`src/rtl/nar_pkg.sv`:
```
// Shared Q1.6 fixed-point definitions for the neuron forward/backward datapaths.
package nar_pkg;
    localparam int DATA_W    = 8;
    localparam int FRAC_BITS = 6;
    localparam int Q_MAX     = 127;
    localparam int Q_MIN     = -128;

    typedef logic signed [DATA_W-1:0] q_t;

    typedef enum logic {
        IDLE   = 1'b0,
        STREAM = 1'b1
    } bp_state_t;
endpackage

```
`src/rtl/q_mul_sat.sv`:
```
// Combinational Q1.6 saturating multiply: (a*b) >>> FRAC_BITS clamped to the Q1.6 range.
module q_mul_sat
    import nar_pkg::*;
(
    input  logic [DATA_W-1:0] a,
    input  logic [DATA_W-1:0] b,
    output logic [DATA_W-1:0] p,
    output logic              sat
);
    localparam logic signed [2*DATA_W-1:0] PROD_MAX = (2*DATA_W)'(Q_MAX);
    localparam logic signed [2*DATA_W-1:0] PROD_MIN = (2*DATA_W)'(Q_MIN);

    logic signed [2*DATA_W-1:0] prod;
    logic signed [2*DATA_W-1:0] scaled;

    always_comb begin
        prod   = $signed(a) * $signed(b);
        scaled = prod >>> FRAC_BITS;
        p      = scaled[DATA_W-1:0];
        sat    = 1'b0;
        if (scaled > PROD_MAX) begin
            p   = DATA_W'(Q_MAX);
            sat = 1'b1;
        end else if (scaled < PROD_MIN) begin
            p   = DATA_W'(Q_MIN);
            sat = 1'b1;
        end
    end
endmodule

```
`src/rtl/neuron_backprop.sv`:
```
// Per-neuron backward pass: streams (w,x) pairs, emits updated weights and bias.
// Optional back-propagated error output enabled by NEURON_BP_ERR_EN.
module neuron_backprop
    import nar_pkg::*;
#(
    parameter int N_IN     = 4,
    parameter int LR_SHIFT = 3
) (
    input  logic              clk,
    input  logic              rst,
    input  logic              start,
    input  logic [DATA_W-1:0] delta_in,
    input  logic [DATA_W-1:0] b_in,
    input  logic              in_valid,
    output logic              in_ready,
    input  logic [DATA_W-1:0] w_in,
    input  logic [DATA_W-1:0] x_in,
    output logic              out_valid,
    input  logic              out_ready,
    output logic [DATA_W-1:0] w_out,
`ifdef NEURON_BP_ERR_EN
    output logic [DATA_W-1:0] err_out,
`endif
    output logic              out_last,
    output logic [DATA_W-1:0] b_out,
    output logic              busy,
    output logic              done,
    output logic              ovr
);
    localparam int CW = $clog2(N_IN + 1);
    localparam logic signed [DATA_W:0] DIFF_MAX = (DATA_W+1)'(Q_MAX);
    localparam logic signed [DATA_W:0] DIFF_MIN = (DATA_W+1)'(Q_MIN);

    // Returns {sat_flag, value} for a - s computed at DATA_W+1 bits.
    function automatic logic [DATA_W:0] sat_sub(input q_t a, input q_t s);
        logic signed [DATA_W:0] diff;
        diff = {a[DATA_W-1], a} - {s[DATA_W-1], s};
        if (diff > DIFF_MAX)
            return {1'b1, DATA_W'(Q_MAX)};
        else if (diff < DIFF_MIN)
            return {1'b1, DATA_W'(Q_MIN)};
        else
            return {1'b0, diff[DATA_W-1:0]};
    endfunction

    bp_state_t state, state_next;
    logic [CW-1:0] idx_in, idx_out;
    q_t delta_r;

    logic in_fire, out_fire, pass_end;
    logic [DATA_W-1:0] g_raw;
    logic g_sat;
    q_t g, g_step, bias_step;
    logic [DATA_W:0] w_res, b_res;
    logic pair_sat;

    assign busy     = (state != IDLE);
    assign out_last = out_valid && (idx_out == CW'(N_IN - 1));
    assign in_ready = (state == STREAM) && (idx_in < CW'(N_IN)) && (!out_valid || out_ready);
    assign in_fire  = in_valid && in_ready;
    assign out_fire = out_valid && out_ready;
    assign pass_end = out_fire && out_last;

    q_mul_sat u_grad (
        .a   (delta_r),
        .b   (x_in),
        .p   (g_raw),
        .sat (g_sat)
    );

    always_comb begin
        g         = $signed(g_raw);
        g_step    = g >>> LR_SHIFT;
        bias_step = $signed(delta_in) >>> LR_SHIFT;
        w_res     = sat_sub($signed(w_in), g_step);
        b_res     = sat_sub($signed(b_in), bias_step);
    end

`ifdef NEURON_BP_ERR_EN
    logic [DATA_W-1:0] err_val;
    logic err_sat;

    q_mul_sat u_err (
        .a   (w_in),
        .b   (delta_r),
        .p   (err_val),
        .sat (err_sat)
    );

    assign pair_sat = g_sat | w_res[DATA_W] | err_sat;
`else
    assign pair_sat = g_sat | w_res[DATA_W];
`endif

    always_ff @(posedge clk) begin
        if (rst) state <= IDLE;
        else     state <= state_next;
    end

    always_comb begin
        state_next = state;
        case (state)
            IDLE:    if (start) state_next = STREAM;
            STREAM:  if (pass_end) state_next = IDLE;
            default: state_next = IDLE;
        endcase
    end

    always_ff @(posedge clk) begin
        if (rst) begin
            delta_r   <= '0;
            idx_in    <= '0;
            idx_out   <= '0;
            out_valid <= 1'b0;
            w_out     <= '0;
            b_out     <= '0;
            done      <= 1'b0;
            ovr       <= 1'b0;
`ifdef NEURON_BP_ERR_EN
            err_out   <= '0;
`endif
        end else begin
            done <= 1'b0;
            case (state)
                IDLE: begin
                    if (start) begin
                        delta_r   <= $signed(delta_in);
                        b_out     <= b_res[DATA_W-1:0];
                        ovr       <= b_res[DATA_W];
                        idx_in    <= '0;
                        idx_out   <= '0;
                        out_valid <= 1'b0;
                    end
                end
                STREAM: begin
                    if (out_fire) idx_out <= idx_out + 1'b1;
                    if (pass_end) done <= 1'b1;
                    // A new pair can land in the same cycle the previous result drains.
                    if (in_fire) begin
                        out_valid <= 1'b1;
                        w_out     <= w_res[DATA_W-1:0];
                        idx_in    <= idx_in + 1'b1;
                        ovr       <= ovr | pair_sat;
`ifdef NEURON_BP_ERR_EN
                        err_out   <= err_val;
`endif
                    end else if (out_fire) begin
                        out_valid <= 1'b0;
                    end
                end
                default: ;
            endcase
        end
    end
endmodule

```
`config.mk`:
```
export PLATFORM = sky130hd
export DESIGN_NAME = neuron_backprop
export DESIGN_NICKNAME = d
export VERILOG_FILES = /design/src/rtl/nar_pkg.sv /design/src/rtl/q_mul_sat.sv /design/src/rtl/neuron_backprop.sv
export SDC_FILE = /design/constraint.sdc
export NUM_CORES = 1
export LEC_CHECK = 0
export BUFFER_PORTS_ARGS = -buffer_cell sky130_fd_sc_hd__buf_2
export CAP_MARGIN = 15
export CORE_MARGIN = 3
export CORE_UTILIZATION = 37
export CTS_CLUSTER_SIZE = 8
export DETAILED_ROUTE_END_ITERATION = 10
export GPL_ROUTABILITY_DRIVEN = 0
export GPL_TIMING_DRIVEN = 0
export HOLD_SLACK_MARGIN = 0.15
export PLACE_DENSITY = 0.57
export SLEW_MARGIN = 20
export SYNTH_ARGS = -nofsm -noshare
export SYNTH_HDL_FRONTEND = slang
export SYNTH_HIERARCHICAL = 1
export SYNTH_SLANG_ARGS = --single-unit
```
`constraint.sdc`:
```
create_clock -name clk -period 8 [get_ports clk]
set_clock_uncertainty 0.1 [all_clocks]
set_input_delay 0.4 -clock clk [delete_from_list [all_inputs] [get_ports clk]]
set_output_delay 0.4 -clock clk [all_outputs]
set_load 0.02 [all_outputs]
```
Yosys cells after proc, flatten, opt, wreduce, memory -nomap -nowiden:

Index checks and enable logic that the tools add are counted.

* register bits after elaboration: 34
* logic and storage cells: 67
* bits of input ports: 37
* output and inout bits: 22

* order comparisons: 7
* bitwise operators: 3
* equality and inequality tests: 5
* muxes and demuxes: 24
* reductions and logical operators: 14
* multiply operators: 1
* add/subtract/negate cells: 4

Operators by type and width (number)
* $mux 9: 4
* $gt 9x8->1 const B: 2
* $lt 9x8->1 const B: 2
* $sub 8x5->9: 2
* $mul 8x8->16: 1
* $mux 8: 2
* $pmux 3 s2: 2
* $gt 10x8->1 const B: 1
* $lt 10x8->1 const B: 1
* $mux 1: 10
* $reduce_and 2->1: 5
* $mux 3: 3
* $add 3x1->3 const B: 2
* $logic_and 1x1->1: 6
* $pmux 1 s2: 3
* $ne 2x1->1 const B: 2
* $eq 3x2->1 const B: 1
* $lt 3x3->1 const B: 1
* $ne 3x1->1 const B: 1
* $ne 2x2->1 const B: 1
* $or 1x1->1: 2
* $reduce_or 2->1: 1
* $logic_not 1->1: 1
* $logic_or 1x1->1: 1
* $not 1->1: 1

Depth between registers and ports, before layout:

* depth in word-level cells: 12
* mapped depth: 28
* mapped depth without buffers: 27

Modules after synthesis:

Netlist, hierarchy kept.

By module, submodules not included
* q_mul_sat: area an instance 2541.2 sq um, sequential area each 0.0 sq um, cells an instance 284, times used 1
* neuron_backprop: area an instance 2192.1 sq um, sequential area each 680.7 sq um, cells an instance 256, times used 1

Worst setup path before layout:

OpenSTA, ideal clock, no wires.

* kind: in2reg
* from: in x_in[4]
* to: reg w_out[5]
* stages on the path: 26
* setup time: 0.080 ns
* data required time: 7.820 ns
* buffers on the path: 0
* slack: 1.573 ns
* arrival: 6.248 ns
* path through: and2_1 -> fa_1 -> inv_1 -> fa_1 -> inv_1 -> fa_1 -> inv_1 -> fa_1 -> inv_1 -> ha_1 -> and4_4 -> a22o_2 -> a31o_1 -> a21o_1 -> xor2_2 -> a21oi_2 -> nor3_1 -> inv_1 -> ha_1 -> and2b_2 -> o21ai_1 -> nand3b_2 -> a21oi_4 -> xnor2_2 -> maj3_2 -> a211oi_2

* word-level cells in the longest chain between the ends: 8
* elaborated cells on any way between the ends: 10
* those cells by class: add/sub: 1; mul: 1; order compare: 4; mux: 4

Ends and longest elaborated chain
* start, declared: line neuron_backprop.sv:17 `input logic [DATA_W-1:0] x_in,`
* $mul 8x8->16 *: line q_mul_sat.sv:17 `prod = $signed(a) * $signed(b);`
* $lt 10x8->1: line q_mul_sat.sv:24 `end else if (scaled < PROD_MIN) begin`
* $mux 8: line q_mul_sat.sv:24
* $mux 8 *: line q_mul_sat.sv:21 `if (scaled > PROD_MAX) begin`
* via g[4]: line neuron_backprop.sv:53 `q_t g, g_step, bias_step;`
* $sub 8x5->9 *: line neuron_backprop.sv:37 `diff = {a[DATA_W-1], a} - {s[DATA_W-1], s};`
* $lt 9x8->1: line neuron_backprop.sv:40 `else if (diff < DIFF_MIN)`
* $mux 9: line neuron_backprop.sv:40
* $mux 9 *: line neuron_backprop.sv:38 `if (diff > DIFF_MAX)`
* end signal, assigned: line neuron_backprop.sv:141 `w_out <= w_res[DATA_W-1:0];`
* end, declared: line neuron_backprop.sv:20 `output logic [DATA_W-1:0] w_out,`

Mark *: on every way through the listed nets, which the timed path passes. The rest lies on a longest branch.
A chain may end at the register's enable or synchronous reset.

Worst setup path in the final report:

* from: reg delta_r[3]
* to: reg w_out[3]

* word-level cells in the longest chain between the ends: 8
* elaborated cells on any way between the ends: 10
* those cells by class: add/sub: 1; mul: 1; order compare: 4; mux: 4

Ends and longest elaborated chain
* start, declared: line neuron_backprop.sv:48 `q_t delta_r;`
* start signal, assigned: line neuron_backprop.sv:127 `delta_r <= $signed(delta_in);`
* $mul 8x8->16 *: line q_mul_sat.sv:17
* $lt 10x8->1: line q_mul_sat.sv:24
* $mux 8: line q_mul_sat.sv:24
* $mux 8 *: line q_mul_sat.sv:21
* via g[4]: line neuron_backprop.sv:53
* $sub 8x5->9 *: line neuron_backprop.sv:37
* $lt 9x8->1: line neuron_backprop.sv:40
* $mux 9: line neuron_backprop.sv:40
* $mux 9 *: line neuron_backprop.sv:38

Marks and branches as above.

==> out/summary.txt <==
Slowest CP cell = fa_1
Worst setup SP type = flop
Relative slew margins = 55.7%
CP arrival = 6870 ps
# setup viols final = 0
Final Max Slew Viols = 0
Hold crit path type = in2reg
Core Area = 0.0122 mm^2
Setup repair bufs after CTS = 0
Inserted Clock Buffers = 5
Syn nets = 668
H-tree levels = 2
Worst slew pin tran = 664 ps
Clock Latency Late Sink = 280 ps
DP Cell Count = 755
Fin Setup TNS = 0 ps
Crit Path Class = reg2reg
Routed length per instance = 13.0 um
Clock sink count = 34
CP required = 8100 ps
Tcrit/Tclk final = 84.7%
Area growth, synth to finish = 13.8%
Post-synthesis cell count = 530
Worst-path fanout max = 9
Final hold vios = 0
Clock Tree Buf Depth = 2
Die H = 118 um
Total I/O pin count = 59
Ant diodes = 0
Horiz. Die Dim = 118 um
Layout cells sized above 1 = 17.8%
RSZ-0062 raised after global routing = false
Vias = 3740
CTS hold repair buffers = 0
Delay of the slowest cell on the worst path = 530 ps
Nets = 732
CP endpoint kind = flop
Synth warn = 6
Hold_ws = 267 ps
Row count = 40
Largest net degree at the start of global routing = 11
DRC = 0
First drt pass iteration count = 4
Tmin final = 6780 ps
Fin cells = 763
Fmax = 0.148 GHz
PD cells = 268 mW/mm^2
CTS tree = built
Routed WL = 9.91 mm
Syn Std Cell Area = 0.00467 mm^2
Post-CTS sizing = 0
Root Buffer = clkbuf_16
Overall power after layout = 1.42 mW
Vias in the first global route = 3952
Initial DRC Count = 113
Syn_area_per_cell = 8.81 um^2
Detail Route Antenna Nets = 0
Peak VDD IR = 212 uV
Clock transition at the registers of the reported paths = 50 ps
First-pass GRT wire length = 17.8 mm
Status = complete, no violations
Critical Path Most Common Cell = inv_1
PortBufs = 57
Antenna violations before repair = 0
Vias per cell = 4.90
All-Layer GR Usage = 15.0%
Max-cap violations = 0
Pleak = 2.57 nW
Global route overflow = 0
Final HPWL DP = 8.36 mm
Initial Util = 38.4%
Die footprint = 0.0140 mm^2
-- sequential cells by signal (all words and copies together), names as in the netlist --
name       count
b_out          8
delta_r        8
w_out          8
idx_in         3
idx_out        3
busy           1
done           1
out_valid      1
ovr            1
-- metrics by stage --
step,worst slack (ps),util (%),area [um^2]
floorplan,1660,-,4670
global placement,1100,42.5,5170
detailed placement,1040,42.5,5170
CTS,1160,43.7,5310
global route,692,43.7,5310
finish,1220,43.7,5310
-- worst max-delay path: cells and delay by family, from the launching register on --
family / cells / cell delay [ps]
buffers and inverters: 5 / 300
AND/OR/NAND/NOR: 5 / 1070
AO/OA/AOI/OAI: 7 / 1360
XOR/XNOR: 2 / 440
flip-flops: 1 / 400
adder cells (fa/ha/maj): 7 / 3010
-- power by group --
group | internal, mW | leakage [nW] | switching, mW | total, mW
combinational | 0.464 | 2.21 | 0.568 | 1.03
clock | 0.123 | 0.0739 | 0.0683 | 0.192
sequential | 0.185 | 0.279 | 0.0141 | 0.199
-- layer usage --
| layer | global-route usage, % | share of wire, % |
|---|---|---|
| met2 | 27.2 | 50 |
| met3 | 1.67 | 2.9 |
| met5 | 0 | 0 |
| met4 | 2.20 | 0.64 |
| met1 | 19.6 | 47 |
-- path summary, 6_finish.rpt --
check	startpoint	endpoint	slack (ps)	cells past startpoint
worst min-delay path	out_ready	busy	270	2
worst min register to register	idx_out[1]	idx_out[1]	370	2
worst max register to register	delta_r[3]	w_out[3]	1220	26
worst max-delay path	delta_r[3]	w_out[3]	1220	26
-- final cells by class --
| class | count | area (um^2) |
|---|---|---|
| tap | 168 | 210 |
| fill | 1274 | 6850 |
| buffer | 12 | 56.3 |
| multi-input combinational | 394 | 3600 |
| timing repair buffer | 57 | 285 |
| clock inverter | 1 | 5.00 |
| clock buffer | 7 | 143 |
| inverter | 90 | 338 |
| sequential | 34 | 681 |
-- cells in the final DEF, fill, tap and decap left out, drive strengths merged, types with 2 or more instances in the layout --
cell type / n
xnor2: 20
or3: 2
dfxtp: 34
and2b: 2
nor2b: 12
a21oi: 32
xor2: 6
o21ai: 18
nand2: 37
fa: 55
nor3b: 2
clkbuf: 15
o2111ai: 3
nand3: 10
inv: 90
nor3: 7
a31oi: 2
maj3: 11
ha: 46
o22ai: 2
nand2b: 8
buf: 61
and2: 42
nor2: 33
and3: 3
a21o: 7
a211oi: 12
and4: 2
Power figures use the tool's default switching activity.
